===== src/rtl/rgb_channel_sequencer.sv =====
// Sequences one RGB pixel at a time through a shared per-channel recovery unit
// and reassembles the three saturated results into an output pixel.
module rgb_channel_sequencer #(
  parameter int DATA_W  = 8,
  parameter int RES_W   = 9,
  parameter int TIMEOUT = 64
) (
  input  logic              clk,
  input  logic              rst,
  input  logic              s_valid,
  output logic              s_ready,
  input  logic [DATA_W-1:0] s_r,
  input  logic [DATA_W-1:0] s_g,
  input  logic [DATA_W-1:0] s_b,
  output logic [DATA_W-1:0] ch_a,
  output logic [DATA_W-1:0] ch_b,
  output logic [DATA_W-1:0] ch_c,
  output logic [1:0]        mux_sel,
  output logic              ch_valid,
  input  logic [RES_W-1:0]  res_in,
  input  logic              res_valid,
  output logic              m_valid,
  input  logic              m_ready,
  output logic [DATA_W-1:0] m_r,
  output logic [DATA_W-1:0] m_g,
  output logic [DATA_W-1:0] m_b,
  output logic              sat_flag,
  output logic              err
);

  localparam int TW = $clog2(TIMEOUT + 1);

  typedef enum logic [1:0] {IDLE, ISSUE, WAIT, OUT} state_t;

  state_t            state, state_nx;
  logic [1:0]        icnt, rcnt;
  logic [TW-1:0]     tcnt;
  logic [DATA_W-1:0] slot_r, slot_g;
  logic              sat_acc;

  logic [DATA_W-1:0] res_sat;
  logic              res_ovf;
  logic              accept, capture, stray, third, timeout;

  always_comb begin
    res_ovf  = |res_in[RES_W-1:DATA_W];
    res_sat  = res_ovf ? '1 : res_in[DATA_W-1:0];
    s_ready  = (state == IDLE) && !rst;
    accept   = s_valid && s_ready;
    capture  = res_valid && ((state == ISSUE) || (state == WAIT)) && (rcnt != 2'd3);
    stray    = res_valid && !capture;
    third    = capture && (rcnt == 2'd2);
    timeout  = (state == WAIT) && !third && (tcnt == TW'(TIMEOUT - 1));
    mux_sel  = (state == ISSUE) ? icnt : 2'b11;
    ch_valid = (state == ISSUE);
    m_valid  = (state == OUT);
  end

  always_comb begin
    state_nx = state;
    case (state)
      IDLE:  if (accept) state_nx = ISSUE;
      // The third result may already be in hand by the last issue cycle.
      ISSUE: if (icnt == 2'd2) state_nx = (third || rcnt == 2'd3) ? OUT : WAIT;
      WAIT: begin
        if (third)        state_nx = OUT;
        else if (timeout) state_nx = IDLE;
      end
      OUT:   if (m_ready) state_nx = IDLE;
      default: state_nx = IDLE;
    endcase
  end

  always_ff @(posedge clk) begin
    if (rst) begin
      state    <= IDLE;
      ch_a     <= '0;
      ch_b     <= '0;
      ch_c     <= '0;
      icnt     <= '0;
      rcnt     <= '0;
      tcnt     <= '0;
      slot_r   <= '0;
      slot_g   <= '0;
      sat_acc  <= 1'b0;
      m_r      <= '0;
      m_g      <= '0;
      m_b      <= '0;
      sat_flag <= 1'b0;
      err      <= 1'b0;
    end else begin
      state <= state_nx;
      err   <= stray || timeout;
      if (accept) begin
        ch_a    <= s_r;
        ch_b    <= s_g;
        ch_c    <= s_b;
        icnt    <= '0;
        rcnt    <= '0;
        tcnt    <= '0;
        slot_r  <= '0;
        slot_g  <= '0;
        sat_acc <= 1'b0;
      end
      if (state == ISSUE) icnt <= icnt + 2'd1;
      if (state == WAIT)  tcnt <= tcnt + 1'b1;
      if (capture) begin
        rcnt    <= rcnt + 2'd1;
        sat_acc <= sat_acc | res_ovf;
        case (rcnt)
          2'd0: slot_r <= res_sat;
          2'd1: slot_g <= res_sat;
          2'd2: begin
            // Output registers load on the same edge as the final result.
            m_r      <= slot_r;
            m_g      <= slot_g;
            m_b      <= res_sat;
            sat_flag <= sat_acc | res_ovf;
          end
          default: ;
        endcase
      end
    end
  end

endmodule

===== config.mk =====
export PLATFORM = sky130hd
export DESIGN_NAME = rgb_channel_sequencer
export DESIGN_NICKNAME = d
export VERILOG_FILES = /design/src/rtl/rgb_channel_sequencer.sv
export SDC_FILE = /design/constraint.sdc
export NUM_CORES = 1
export LEC_CHECK = 0
export ABC_AREA = 1
export CORE_MARGIN = 4
export CORE_UTILIZATION = 30
export CTS_CLUSTER_DIAMETER = 30
export DETAILED_ROUTE_END_ITERATION = 8
export SLEW_MARGIN = 20
export SYNTH_ARGS = -nofsm -noshare
export SYNTH_HDL_FRONTEND = slang
export SYNTH_SLANG_ARGS = --single-unit

===== constraint.sdc =====
create_clock -name clk -period 1.98 [get_ports clk]
set_clock_uncertainty 0.2 [all_clocks]
set_input_delay 0.495 -clock clk [delete_from_list [all_inputs] [get_ports clk]]
set_output_delay 0.495 -clock clk [all_outputs]
set_load 0.03 [all_outputs]

==> impl_metrics.tcl, run 1 <==
set metrics [dict create \
    postCtsHoldBufs 0 \
    fin_nets 577 \
    antenna_found_initial 1 \
    drv_cap 0 \
    insertion_delay_ns 0.36 \
    hold_start "slot_r[4]" \
    grt_setup_unrepaired "true" \
    synthToLayoutAreaGrowth_pct 43.9 \
    seq_area_um2 1600 \
    place_area_um2 4440 \
    dr.pass1.iters 4 \
    synth-seq-cells 80 \
    drive_gt1_frac 0.163 \
    multi_input_area_um2 1470 \
    syn_area_per_cell_um2 7.87 \
    yosys_warnings 0 \
    die_x_um 112 \
    finalSetupViolations 2 \
    crit_required_ns 1.28 \
    finalCriticalPeriod_ns 2.00 \
    final_cell_area_um2 4690 \
    first_global_vias 3026 \
    fillers 1114 \
    antenna_cells 0 \
    place_congestion 0.812 \
    relSlewSlack 0.758 \
    reg2reg_to "ch_a[1]" \
    grt_max_degree 29 \
    clk_path_buf_depth 2 \
    leakage_nw 2.06 \
    start_kind "register" \
    failed_checks "negative setup slack" \
    gr-total-overflow 0 \
    critPathKind "register to output port" \
    vias 3105 \
    synth.distinct_cells 24 \
    clockRootBuffer "clkbuf_8" \
    port_buffers 92 \
    finalCritPeriodShare 1.01 \
    io_pins 93 \
    drtAntennaViolNets 0 \
    dieArea_um2 12600 \
    setup_slack_ns -0.0249 \
    start_util 0.311 \
    numCtsBuffers 9 \
    hold_path_end "m_r[4]" \
    hpwl_um 6090 \
    cts_tree "done" \
    reg2reg_depth 10 \
    rows 37 \
    drt_iter0_markers 119 \
    r2r_slack_ns 0.18 \
    timing.rr.start "state[0]" \
    status "complete, but fails checks" \
    grt_pass1_wl_um 14200 \
    hold-path-cell-count 2 \
    arrival_ns 1.31 \
    power_mw 4.76 \
    power_density_nw_per_um2 1020 \
    finalMaxSlewViolations 0 \
    ys_seq_area_frac 0.492 \
    grt.total_usage 0.137 \
    cts_max_level 3 \
    cts.sinks 80 \
    viasPerCell 4.64 \
    worst_pin_slew_ns 0.361 \
    finalSetupTns_ns -0.0463 \
    ir_worst_vdd_uv 654 \
    core_um2 10500 \
    syn_area_um2 3260 \
    fmax_ghz 0.499 \
    cp_max_fo 3 \
    hold_viol 0 \
    cp-end-kind "output port" \
    hp-class "register to register" \
    die_h_um 112 \
    synthCells 414 \
    clk_pin_slew_worst_paths_ns 0.08 \
    drc 0 \
    wl_per_cell_um 12.8 \
    routed_wl_um 8540 \
    synth_nets 463 \
]
-- cells in the final DEF, fill, tap and decap left out, types with 2 or more instances in the layout --
master / n
a21oi_1: 56
buf_12: 3
buf_4: 29
buf_6: 6
clkbuf_8: 11
clkdlybuf4s50_1: 36
clkinv_2: 2
clkinvlp_4: 2
dfxtp_1: 78
dfxtp_2: 2
dlygate4sd2_1: 51
ha_1: 8
ha_4: 2
inv_1: 11
inv_2: 3
inv_4: 3
nand2_1: 136
nand2_2: 6
nand3_1: 33
nand4_1: 3
nor2_1: 5
nor2_4: 2
o21ai_0: 23
o21ai_1: 5
or2_2: 9
-- through the flow --
step	cells	hold WS (ns)	util	setup slack, ns
after floorplan	414	0.238	-	0.0898
after global placement	647	0.249	0.424	-0.140
after detailed placement	647	0.254	0.424	-0.142
after CTS	665	0.263	0.442	-0.103
after global routing	669	0.287	0.448	-0.0962
final	669	0.262	0.448	-0.0249
-- synthesized netlist by cell type, drive strengths merged --
| cell | count | share of area |
|---|---|---|
| nor2 | 7 | 0.013 |
| inv | 17 | 0.020 |
| nand2 | 143 | 0.17 |
| buf | 17 | 0.039 |
| ha | 11 | 0.042 |
| nand4 | 4 | 0.012 |
| a211oi | 1 | 0.0023 |
| a21oi | 56 | 0.086 |
| nand3 | 34 | 0.054 |
| dfxtp | 80 | 0.49 |
| or2 | 10 | 0.019 |
| clkbuf | 5 | 0.0058 |
| o21ai | 28 | 0.043 |
| clkinv | 1 | 0.0027 |
-- cell type report --
cell class	instances	share of cell area
clock buffers	11	0.0323
well taps	136	0.0363
repair buffers	125	0.246
clock inverters	5	0.0117
multi-input cells	294	0.314
inverters	18	0.0171
flip-flops and latches	80	0.342
-- registers in the layout (all words and copies together), names as in the netlist --
register and cells:
ch_a 8, ch_b 8, ch_c 8, err 1, icnt 2, m_b 8, m_g 8, m_r 8
rcnt 2, sat_acc 1, sat_flag 1, slot_g 8, slot_r 8, state 2, tcnt 7
-- metal layers --
metal  vias to the layer above  wire length [um]  GRT usage
met5                         -                12          0
met4                         2               127     0.0465
met3                        16               782     0.0625
met2                        94              3890      0.228
met1                      1416              3720      0.157
li1                       1577                 -          -
-- worst max-delay path, stage by stage (launching register included) --
cell and delay [ns]:
dfxtp_2 0.34, buf_6 0.13, inv_4 0.05, ha_4 0.14, inv_4 0.04, nor2_4 0.10
buf_6 0.14
-- worst max-delay path by stage --
stage / from / endpoint / slack [ns] / cells after the start
2_1_floorplan: state[1] / mux_sel[1] / 0.09 / 4
4_1_cts: state[1] / mux_sel[1] / -0.10 / 5
6_report: state[0] / s_ready / -0.02 / 6
5_1_grt: state[0] / s_ready / -0.1 / 6
3_5_place_dp: state[1] / mux_sel[1] / -0.14 / 5
3_3_place_gp: state[1] / mux_sel[1] / -0.14 / 5
-- repair_timing --
action	CTS	global route
setup endpoints to repair	53	4
gates resized for setup	69	9
hold endpoints to repair	0	0
buffers inserted	2	4
pin swaps	2	3
-- logic make-up after synthesis --
kind of cell,Yosys count,share of synthesized area
AOI/OAI and AO/OA,85,0.131
and+or+nand+nor,198,0.267
DFF,80,0.492
buffers and inverters,40,0.0676
adders and majority gates,11,0.0422
-- where the power goes --
part           internal [mW]  leakage, nW  switching (mW)
clock                  0.646        0.101           0.586
combinational          0.695         1.30           0.917
sequential              1.81        0.651           0.108
total                   3.15         2.06            1.61
(Power assumes the default switching activity.)
==> inputs of run 2 (changes only) <==
Settings changed: DONT_BUFFER_PORTS set to 1, GPL_TIMING_DRIVEN set to 0.
==> run 2 against run 1 <==
The flow still finishes with violations (negative setup slack). Hold slack worse by 0.22 ns. Sequential cell count is the same. Via count decreased by 12%. Setup slack improved by 0.0084 ns. Sequential share of layout area up 9.6 points. Design area decreased by 22%. Clock power decreased by 12%. Fmax up 0.42%. Sequential power grew 11%. Cell count fell by 15%. Register-to-register slack worse by 0.07 ns. Non-clock buffer count decreased by 99. Critical endpoint is now mux_sel[1]. Largest cell class unchanged.
==> impl_metrics.tcl, run 2 (synthesis gave the netlist of run 1 again) <==
set metrics [dict create \
    dr.max_layer_used "met4" \
    clk_pin_slew_worst_paths_ns 0.08 \
    route.met3.wl_um 871 \
    ir_worst_vdd_uv 578 \
    start_util 0.311 \
    port_buffers 0 \
    slowest_stage "dfxtp_4" \
    arrival_ns 1.30 \
    first_global_vias 2628 \
    timing.rr.start "state[1]" \
    cts.sinks 80 \
    hpwl_um 5900 \
    crit_required_ns 1.28 \
    drv_cap 0 \
    final_util 0.351 \
    drt-met1-wl_um 3600 \
    drc 0 \
    r2r_slack_ns 0.11 \
    status "complete, but fails checks" \
    finalCritPeriodShare 1.01 \
    relSlewSlack 0.676 \
    die_x_um 112 \
    grt_pass1_wl_um 13000 \
    final_common_cell "nand2_1" \
    drive_gt1_frac 0.148 \
    failed_checks "negative setup slack" \
    clockRootBuffer "clkbuf_8" \
    setup_slack_ns -0.0165 \
    finalSetupViolations 1 \
    cpPeakStageDelay_ns 0.36 \
    start_kind "register" \
    drtAntennaViolNets 0 \
    met2_length_um 3420 \
    grt_setup_unrepaired "true" \
    grt.total_usage 0.131 \
    clk_path_buf_depth 2 \
    worst_pin_slew_ns 0.485 \
    hold_start "s_b[5]" \
    dr.pass1.iters 5 \
    detailedPlace.worstSlack_ns -0.0464 \
    dieArea_um2 12600 \
    power_density_nw_per_um2 1150 \
    finalCriticalPeriod_ns 2.00 \
    fmax_ghz 0.501 \
    cp-end-kind "output port" \
    fillers 1142 \
    hold_path_end "ch_c[5]" \
    critPathKind "register to output port" \
    final_cell_area_um2 3670 \
    hold-path-cell-count 2 \
    cp_max_fo 4 \
    vias 2736 \
    insertion_delay_ns 0.36 \
    synthToLayoutAreaGrowth_pct 12.6 \
    core_um2 10500 \
    routed_wl_um 8020 \
    mostFrequentLayoutCells "137 x nand2_1, 78 x dfxtp_1, 56 x a21oi_1" \
    place_area_um2 3430 \
    antenna_cells 0 \
    drt_iter0_markers 208 \
    gr-total-overflow 0 \
    whs_ns 0.0425 \
    cts_tree "done" \
    reg2reg_depth 10 \
    leakage_nw 1.40 \
    die_h_um 112 \
    place_congestion 0.806 \
    wl_per_cell_um 14.1 \
    numCtsBuffers 9 \
    hold_viol 0 \
    postCtsHoldBufs 0 \
    reg2reg_to "ch_a[1]" \
    antenna_found_initial 0 \
    io_pins 93 \
    cp_cell_sequence "inv_4 > ha_4 > inv_4 > or2_4" \
    hp-class "input port to register" \
    fin_nets 478 \
    finalMaxSlewViolations 0 \
    rows 37 \
    crit_top_cell "inv_4" \
    cts_max_level 3 \
    grt_max_degree 14 \
    viasPerCell 4.81 \
    finalSetupTns_ns -0.0165 \
]
run 2: changes by cell type in the layout (fill, tap and decap cells not counted), sizes merged:
| cell | previous run | this run |
|---|---|---|
| dlygate4sd2 | 51 | 0 |
| clkdlybuf4s50 | 36 | 0 |
| buf | 38 | 21 |
| clkbuf | 11 | 16 |
| bufinv | 1 | 0 |
| clkinvlp | 2 | 1 |
| inv | 17 | 18 |
run 2: what timing repair did:
item                                    in CTS  in global routing
resized for setup                           10                  3
endpoints found under the setup margin       3                 40
endpoints found under the hold margin        0                  0
setup buffers                                3                  1
pin swaps                                    1                  3
run 2: per-layer routing:
metal	vias up	GRT usage
met5	-	0
met4	0	0.0529
met3	12	0.0604
met2	114	0.201
met1	1223	0.159
li1	1387	-
run 2: power breakdown:
group	switching, mW	leakage, nW	total (mW)	internal, mW
combinational	0.621	0.667	0.993	0.373
sequential	0.325	0.652	2.13	1.81
clock	0.595	0.0858	1.08	0.487
run 2: area by class of cell:
class                   count  area (um2)  area share
clock buffers              11         141      0.0386
plain buffers              22         145      0.0396
multi-input cells         294        1460       0.399
inverters                  18        80.1      0.0218
well taps                 136         170      0.0464
repair buffers              4        30.0     0.00819
flip-flops and latches     80        1610       0.438
clock inverters             4        30.0     0.00819
run 2: worst max-delay path, delay by kind of cell (launching register included):
kind          cells  cell delay [ns]
flops             1             0.36
simple gates      1             0.27
fa+ha+maj         1             0.22
buf+inv           2             0.10
run 2: per-stage QoR:
step | instances | power [mW]
global route | 569 | 4.50
detailed placement | 550 | 3.04
global placement | 550 | 3.01
finish | 569 | 4.21
floorplan | 414 | 2.84
CTS | 568 | 4.23
run 2: how the worst max path moves through the flow:
stage	start	to	slack, ns	cells after the start
5_1_grt	state[1]	mux_sel[1]	-0.09	4
3_3_place_gp	state[1]	mux_sel[1]	-0.02	4
3_5_place_dp	state[1]	mux_sel[1]	-0.05	4
6_report	state[1]	mux_sel[1]	-0.02	4
4_1_cts	state[1]	mux_sel[1]	-0.06	4
2_1_floorplan	state[1]	mux_sel[1]	0.09	4
